File: src/rtl/mem_access_ctrl_pkg.sv
// Shared types and lane helpers for the MEM-stage data-memory access controller.
// Pure combinational functions; no state, no flow control.
package mem_acc_pkg;

  typedef enum logic [1:0] {IDLE, BUSY, DONE} state_t;

  localparam logic [1:0] SZ_B = 2'b00;
  localparam logic [1:0] SZ_H = 2'b01;
  localparam logic [1:0] SZ_W = 2'b10;

  // Size 2'b11 falls through to word in every helper.
  function automatic logic is_aligned(input logic [1:0] size, input logic [1:0] addr_lo);
    case (size)
      SZ_B:    return 1'b1;
      SZ_H:    return ~addr_lo[0];
      default: return addr_lo == 2'b00;
    endcase
  endfunction

  function automatic logic [3:0] be_gen(input logic [1:0] size, input logic [1:0] addr_lo);
    case (size)
      SZ_B:    return 4'b0001 << addr_lo;
      SZ_H:    return 4'b0011 << addr_lo;
      default: return 4'b1111;
    endcase
  endfunction

  function automatic logic [31:0] ld_extract(input logic [31:0] word, input logic [1:0] size,
                                             input logic [1:0] addr_lo, input logic is_unsigned);
    logic [31:0] sh;
    sh = word >> {addr_lo, 3'b000};
    case (size)
      SZ_B:    return {{24{~is_unsigned & sh[7]}}, sh[7:0]};
      SZ_H:    return {{16{~is_unsigned & sh[15]}}, sh[15:0]};
      default: return sh;
    endcase
  endfunction

endpackage

File: src/rtl/mem_access_ctrl_fmt.sv
// Store-lane replication / byte-enable generation and load lane extraction.
// Purely combinational, zero latency, no backpressure.
module mem_fmt
  import mem_acc_pkg::*;
(
  input  logic [1:0]  st_size,
  input  logic [1:0]  st_addr_lo,
  input  logic [31:0] st_wdata_in,
  output logic [31:0] st_wdata,
  output logic [3:0]  st_be,
  input  logic [31:0] ld_word,
  input  logic [1:0]  ld_size,
  input  logic [1:0]  ld_addr_lo,
  input  logic        ld_unsigned,
  output logic [31:0] ld_data
);

  always_comb begin
    case (st_size)
      SZ_B:    st_wdata = {4{st_wdata_in[7:0]}};
      SZ_H:    st_wdata = {2{st_wdata_in[15:0]}};
      default: st_wdata = st_wdata_in;
    endcase
  end

  assign st_be   = be_gen(st_size, st_addr_lo);
  assign ld_data = ld_extract(ld_word, ld_size, ld_addr_lo, ld_unsigned);

endmodule

File: src/rtl/mem_access_ctrl.sv
// MEM-stage load/store sequencer on a req/ack data port; stalls the pipe for 1 + BUSY cycles.
// Optional MEM_ACC_PERF_EN adds access and stall-cycle counters (outputs read 0 without it).
module mem_access_ctrl #(
  parameter int WIDTH          = 32,
  parameter int TIMEOUT_CYCLES = 255
) (
  input  logic             clk,
  input  logic             rst,
  input  logic             mem_read_m,
  input  logic             mem_write_m,
  input  logic [1:0]       size_m,
  input  logic             ld_unsigned_m,
  input  logic [WIDTH-1:0] addr_m,
  input  logic [WIDTH-1:0] wdata_m,
  output logic             dmem_req,
  output logic             dmem_we,
  output logic [WIDTH-1:0] dmem_addr,
  output logic [WIDTH-1:0] dmem_wdata,
  output logic [3:0]       dmem_be,
  input  logic             dmem_ack,
  input  logic [WIDTH-1:0] dmem_rdata,
  output logic [WIDTH-1:0] read_data_m,
  output logic             stall_pipe,
  output logic             mw_bubble,
  output logic             misaligned_m,
  output logic             bus_err_m,
  output logic [31:0]      perf_accesses,
  output logic [31:0]      perf_stall_cycles
);
  import mem_acc_pkg::*;

  localparam int CW = $clog2(TIMEOUT_CYCLES + 1);
  localparam logic [CW-1:0] CNT_LAST = CW'(TIMEOUT_CYCLES - 1);

  state_t           state_q, state_d;
  logic [CW-1:0]    cnt_q, cnt_d;
  logic             err_q, err_d;
  logic [WIDTH-1:0] rdata_q, rdata_d;
  logic [WIDTH-1:0] dmem_addr_q, dmem_addr_d;
  logic [WIDTH-1:0] dmem_wdata_q, dmem_wdata_d;
  logic [3:0]       dmem_be_q, dmem_be_d;
  logic             dmem_we_q, dmem_we_d;
  logic [1:0]       size_q, size_d;
  logic             uns_q, uns_d;
  logic [1:0]       lo_q, lo_d;

  logic             access, aligned;
  logic [31:0]      st_wdata, ld_data;
  logic [3:0]       st_be;

  assign access  = mem_read_m | mem_write_m;
  assign aligned = is_aligned(size_m, addr_m[1:0]);

  // Store side formats the live request; load side uses the lane info latched at launch.
  mem_fmt u_fmt (
    .st_size     (size_m),
    .st_addr_lo  (addr_m[1:0]),
    .st_wdata_in (wdata_m),
    .st_wdata    (st_wdata),
    .st_be       (st_be),
    .ld_word     (dmem_rdata),
    .ld_size     (size_q),
    .ld_addr_lo  (lo_q),
    .ld_unsigned (uns_q),
    .ld_data     (ld_data)
  );

  always_comb begin
    state_d      = state_q;
    cnt_d        = cnt_q;
    err_d        = err_q;
    rdata_d      = rdata_q;
    dmem_addr_d  = dmem_addr_q;
    dmem_wdata_d = dmem_wdata_q;
    dmem_be_d    = dmem_be_q;
    dmem_we_d    = dmem_we_q;
    size_d       = size_q;
    uns_d        = uns_q;
    lo_d         = lo_q;
    stall_pipe   = 1'b0;
    misaligned_m = 1'b0;
    bus_err_m    = 1'b0;
    case (state_q)
      IDLE: begin
        if (access) begin
          if (aligned) begin
            stall_pipe   = 1'b1;
            dmem_addr_d  = {addr_m[WIDTH-1:2], 2'b00};
            dmem_wdata_d = st_wdata;
            dmem_be_d    = st_be;
            dmem_we_d    = mem_write_m;
            size_d       = size_m;
            uns_d        = ld_unsigned_m;
            lo_d         = addr_m[1:0];
            state_d      = BUSY;
          end else begin
            misaligned_m = 1'b1;
          end
        end
      end
      BUSY: begin
        stall_pipe = 1'b1;
        if (dmem_ack) begin
          rdata_d = ld_data;
          state_d = DONE;
        end else if (cnt_q == CNT_LAST) begin
          err_d   = 1'b1;
          rdata_d = '0;
          state_d = DONE;
        end else begin
          cnt_d = cnt_q + 1'b1;
        end
      end
      DONE: begin
        bus_err_m = err_q;
        cnt_d     = '0;
        err_d     = 1'b0;
        state_d   = IDLE;
      end
      default: state_d = IDLE;
    endcase
  end

  always_ff @(posedge clk) begin
    if (rst) begin
      state_q      <= IDLE;
      cnt_q        <= '0;
      err_q        <= 1'b0;
      rdata_q      <= '0;
      dmem_addr_q  <= '0;
      dmem_wdata_q <= '0;
      dmem_be_q    <= '0;
      dmem_we_q    <= 1'b0;
      size_q       <= SZ_W;
      uns_q        <= 1'b0;
      lo_q         <= 2'b00;
    end else begin
      state_q      <= state_d;
      cnt_q        <= cnt_d;
      err_q        <= err_d;
      rdata_q      <= rdata_d;
      dmem_addr_q  <= dmem_addr_d;
      dmem_wdata_q <= dmem_wdata_d;
      dmem_be_q    <= dmem_be_d;
      dmem_we_q    <= dmem_we_d;
      size_q       <= size_d;
      uns_q        <= uns_d;
      lo_q         <= lo_d;
    end
  end

  assign dmem_req    = (state_q == BUSY);
  assign dmem_we     = dmem_we_q;
  assign dmem_addr   = dmem_addr_q;
  assign dmem_wdata  = dmem_wdata_q;
  assign dmem_be     = dmem_be_q;
  assign read_data_m = rdata_q;
  assign mw_bubble   = stall_pipe;

`ifdef MEM_ACC_PERF_EN
  logic [31:0] perf_acc_q, perf_acc_d;
  logic [31:0] perf_stall_q, perf_stall_d;

  always_comb begin
    perf_acc_d   = perf_acc_q + {31'd0, (state_q == IDLE) && (state_d == BUSY)};
    perf_stall_d = perf_stall_q + {31'd0, stall_pipe};
  end

  always_ff @(posedge clk) begin
    if (rst) begin
      perf_acc_q   <= '0;
      perf_stall_q <= '0;
    end else begin
      perf_acc_q   <= perf_acc_d;
      perf_stall_q <= perf_stall_d;
    end
  end

  assign perf_accesses     = perf_acc_q;
  assign perf_stall_cycles = perf_stall_q;
`else
  assign perf_accesses     = 32'd0;
  assign perf_stall_cycles = 32'd0;
`endif

endmodule

File: config.mk
export PLATFORM = sky130hd
export DESIGN_NAME = mem_access_ctrl
export DESIGN_NICKNAME = d
export VERILOG_FILES = /design/src/rtl/mem_access_ctrl_pkg.sv /design/src/rtl/mem_access_ctrl_fmt.sv /design/src/rtl/mem_access_ctrl.sv
export SDC_FILE = /design/constraint.sdc
export NUM_CORES = 1
export LEC_CHECK = 0
export ABC_AREA = 1
export BUFFER_PORTS_ARGS = -buffer_cell sky130_fd_sc_hd__buf_2
export CAP_MARGIN = 30
export CORE_AREA = 2 2 122 124
export DETAILED_ROUTE_END_ITERATION = 8
export DIE_AREA = 0 0 124 126
export HOLD_SLACK_MARGIN = 0.15
export PLACE_DENSITY_LB_ADDON = 0.2
export SKIP_LAST_GASP = 1
export SLEW_MARGIN = 40
export SYNTH_ARGS = -nofsm -noshare
export SYNTH_HDL_FRONTEND = slang
export SYNTH_SLANG_ARGS = --single-unit
File: constraint.sdc
create_clock -name clk -period 1.4 [get_ports clk]
set_input_delay 0.07 -clock clk [delete_from_list [all_inputs] [get_ports clk]]
set_output_delay 0.07 -clock clk [all_outputs]
set_load 0.01 [all_outputs]
==> summary.md <==
| Metric | Value |
|---|---|
| Vias per cell | 4.95 |
| Final Worst Setup Slack | -0.156 ns |
| Synth Instances | around 850 |
| # fillers | between 1000 and 1500 |
| Overflow after GRT | 0 |
| Setup violations, final | between 100 and 150 |
| Layout Cells excl Fill | approximately 1400 |
| Worst setup SP type | input port |
| Initial antenna violation count | 0 |
| EDFF count, synth | 0 |
| Yosys top cell by area | dfxtp_1 |
| Total GRT Usage | approximately 25% |
| Max Buffers Root-to-Sink | 2 |
| Leak pwr | about 4.6 nW |
| Area Overhead vs Synth | 62.1% |
| Int Pwr | between 8 and 9 mW |
| Slew Viols, Final | 0 |
| Via count | 6889 |
| Sequential share of the synthesized area | 37.8% |
| Clk pwr share | around a third |
| DRC | 0 |
| Core area | 14300 sq um |
| Worst-path clk slew | roughly 0.060 ns |
| Failing checks | setup timing |
| Post-synth top flop | dfxtp_1 |
| Max VDD drop | 0.000880 V |
| Synthesized flop and latch total | 115 |
| Setup CP Type | in -> reg |
| First-pass GRT wire length | just over 30000 microns |
| Height of the chip | 126 microns |
| Antenna cell count | 0 |
| Util after Layout | 68.9% |
| I/O pin count | between 200 and 300 |
| Via count of the first global-routing pass | ~6500 |
| P_sw | between 4 and 5 mW |
| Mapped Area | between 6000 and 7000 sq um |
| Status | finished, violations left |
| Port Buffers | between 200 and 250 |
| Post-DRT Antenna Nets | 0 |
| Dpl cells | 1223 |
| Sequential Area | 2310 sq um |
| Syn avg cell area | 7.15 sq um |
| Combinational share of power | a little over a third |
| CTS tree | built |
| CP arrival | between 1.5 and 2 ns |
| Netlist cell types | 35 |
| 1st-iter DRT viols | approximately 430 |
| Final worst-path cycle share | 111% |
| Final wirelength | ~21000 microns |
| DIE AREA | between 15000 and 20000 sq um |
| Peak Freq | between 600 and 700 MHz |
| Post-DR wirelength/cell | roughly 15 microns |
| Setup Skew | between 0.01 and 0.015 ns |
| Total power | 13.5 mW |
| Fin Hold WS | around 0.18 ns |
| Footprint of the multi-input gates | 3560 sq um |
| RSZ-0062 raised after global routing | yes |
| Min-Delay Path Class | in -> reg |
| Routability Congestion | around 0.8 |
| Clock tree root buffer cell | clkbuf_16 |
| Final-report hold violation count | 0 |
| Minimum clock period | about 1.6 ns |
| Dpl ws | -0.128 ns |
| Top cells by area, synth | dfxtp_1 38%, nand2_1 9.3%, buf_4 8.9%, a21oi_1 7.8%, nor2_1 6.4% |
| Synth warn | 0 |
| First-pass DRT Iterations | 5 |
| Initial Util | a little over two fifths |
| Num rows | 44 |
| Pwr Density | between 1000 and 1500 nW/um^2 |
| Switch share | between 30% and 40% |
| Nets | approximately 1300 |
| Crit Path Max Fanout | 2 |
| Flop pwr share | a little under a third |
| Most common cell in the netlist | nand2_1 |
| Total clock sinks | roughly 120 |
| Crit. End Element | flop |
| Post-DP HPWL | between 10000 and 15000 microns |
| Synth cell count leaders | 151 x nand2_1, 115 x dfxtp_1, 103 x nor2_1, 95 x a21oi_1, 77 x nand3_1 |
| Die width | between 100 and 150 microns |
| CTS Buf Count | 17 |
| Maxcap violations | 0 |
| CP required | 1.76 ns |
| Clock Latency Late Sink | roughly 0.43 ns |
| # H-tree levels | 4 |
| Largest net degree at the start of global routing | 49 |
| Asr flop ratio synth | 0% |
| Layout cells sized above 1 | 36.3% |
| Top-area cell type share of the netlist area | 37.8% |
[routing by layer]
| layer | GRT usage (%) | routed length (microns) | share of wire (%) | up-vias |
|---|---|---|---|---|
| met3 | 8.33 | 1800 | 8.4 | 52 |
| met1 | 29.7 | 8720 | 41 | 3150 |
| met2 | 40.8 | 10300 | 48 | 323 |
| met4 | 10.3 | 583 | 2.7 | 0 |
| met5 | 0 | 0 | 0 | - |
| li1 | - | - | - | 3364 |
[timing repair]
item	CTS	global route
resized for setup	38	138
hold buffers	112	4
cloned	6	7
buffers inserted	8	5
pin swaps	8	38
endpoints found under the setup margin	100	117
endpoints found under the hold margin	110	5
[worst max-delay path, stage by stage]
cell and delay [ns]:
dlygate4sd3_1 0.54, buf_2 0.12, inv_1 0.04, o21ai_0 0.31
a21oi_1 0.11, dlygate4sd3_1 0.57, a21oi_1 0.14
[final cells by class]
| cell class | count | area share [%] |
|---|---|---|
| Clock buffer | 20 | 4.53 |
| Multi-Input combinational cell | 636 | 36.1 |
| Tap cell | 184 | 2.33 |
| Sequential cell | 115 | 23.4 |
| Clock inverter | 12 | 1.59 |
| Timing Repair Buffer | 378 | 29.8 |
| Inverter | 46 | 2.12 |
| Timing Repair inverter | 1 | 0.114 |
[state kept, by name, indices dropped and copies added (netlist names)]
| signal | cells |
|---|---|
| dmem_wdata | 32 |
| read_data_m | 32 |
| dmem_we | 1 |
| cnt_q | 8 |
| err_q | 1 |
| lo_q | 2 |
| size_q | 2 |
| uns_q | 1 |
| dmem_addr | 30 |
| dmem_be | 4 |
| state_q | 2 |
[per-stage QoR]
stage / setup TNS, ns / instance area, sq um
after floorplan: -0.00619 / 6340
after global placement: -1.85 / 7140
after detailed placement: -4.11 / 7140
after CTS: -2.71 / 9210
after global routing: -13.55 / 9860
final: -7.14 / 9860
[cell usage in the layout, fill, tap and decap left out, types with 2 or more instances in the layout]
cell and instances:
inv_2 5, inv_4 4, dlygate4sd3_1 114, clkinv_2 4, clkbuf_1 2, nand2_2 23
a21oi_1 74, ha_4 4, buf_6 8, nand2_1 138, bufinv_16 3, nand3_2 17
dfxtp_2 5, inv_1 32, nor2_4 7, a21oi_2 31, o21ai_1 29, nand2_4 5
buf_4 31, inv_8 2, o211ai_1 8, nor2_2 9, ha_1 2, o21ai_0 49
nand4_1 5, o21ai_2 9, buf_2 205, clkbuf_16 22, clkinv_4 4, conb_1 66
nand3_1 46, buf_12 10, nor2_1 90, nand3_4 20, inv_6 2, buf_16 4
dfxtp_1 110
[worst paths after layout]
check                   from              end  slack [ns]  depth (start not counted)
setup / recovery  wdata_m[9]   dmem_wdata[25]       -0.16                          7
hold / removal     size_m[1]   dmem_wdata[19]        0.18                          4
setup reg to reg    cnt_q[0]  read_data_m[20]       -0.14                          9
hold reg to reg   dmem_be[1]       dmem_be[1]        0.47                          2
[kinds of logic after synthesis]
family                     Yosys count  synth area share (%)
buffers and inverters              166                  16.5
adders and majority gates            6                  1.23
AOI/OAI and AO/OA                  201                  18.0
DFF                                115                  37.8
other                                1                0.0616
and+or+nand+nor                    361                  26.2
xor gates and xnor gates             1                 0.144
[power groups by stage]
stage | clock, mW | sequential (mW) | combinational [mW]
6_report | 4.48 | 4.13 | 4.88
5_1_grt | 4.68 | 4.19 | 5.30
4_1_cts | 4.51 | 4.07 | 4.31
3_5_place_dp | 0 | 4.11 | 3.53
3_3_place_gp | 0 | 4.12 | 3.51
2_1_floorplan | 0 | 4.31 | 2.25
Power figures use the tool's default switching activity.
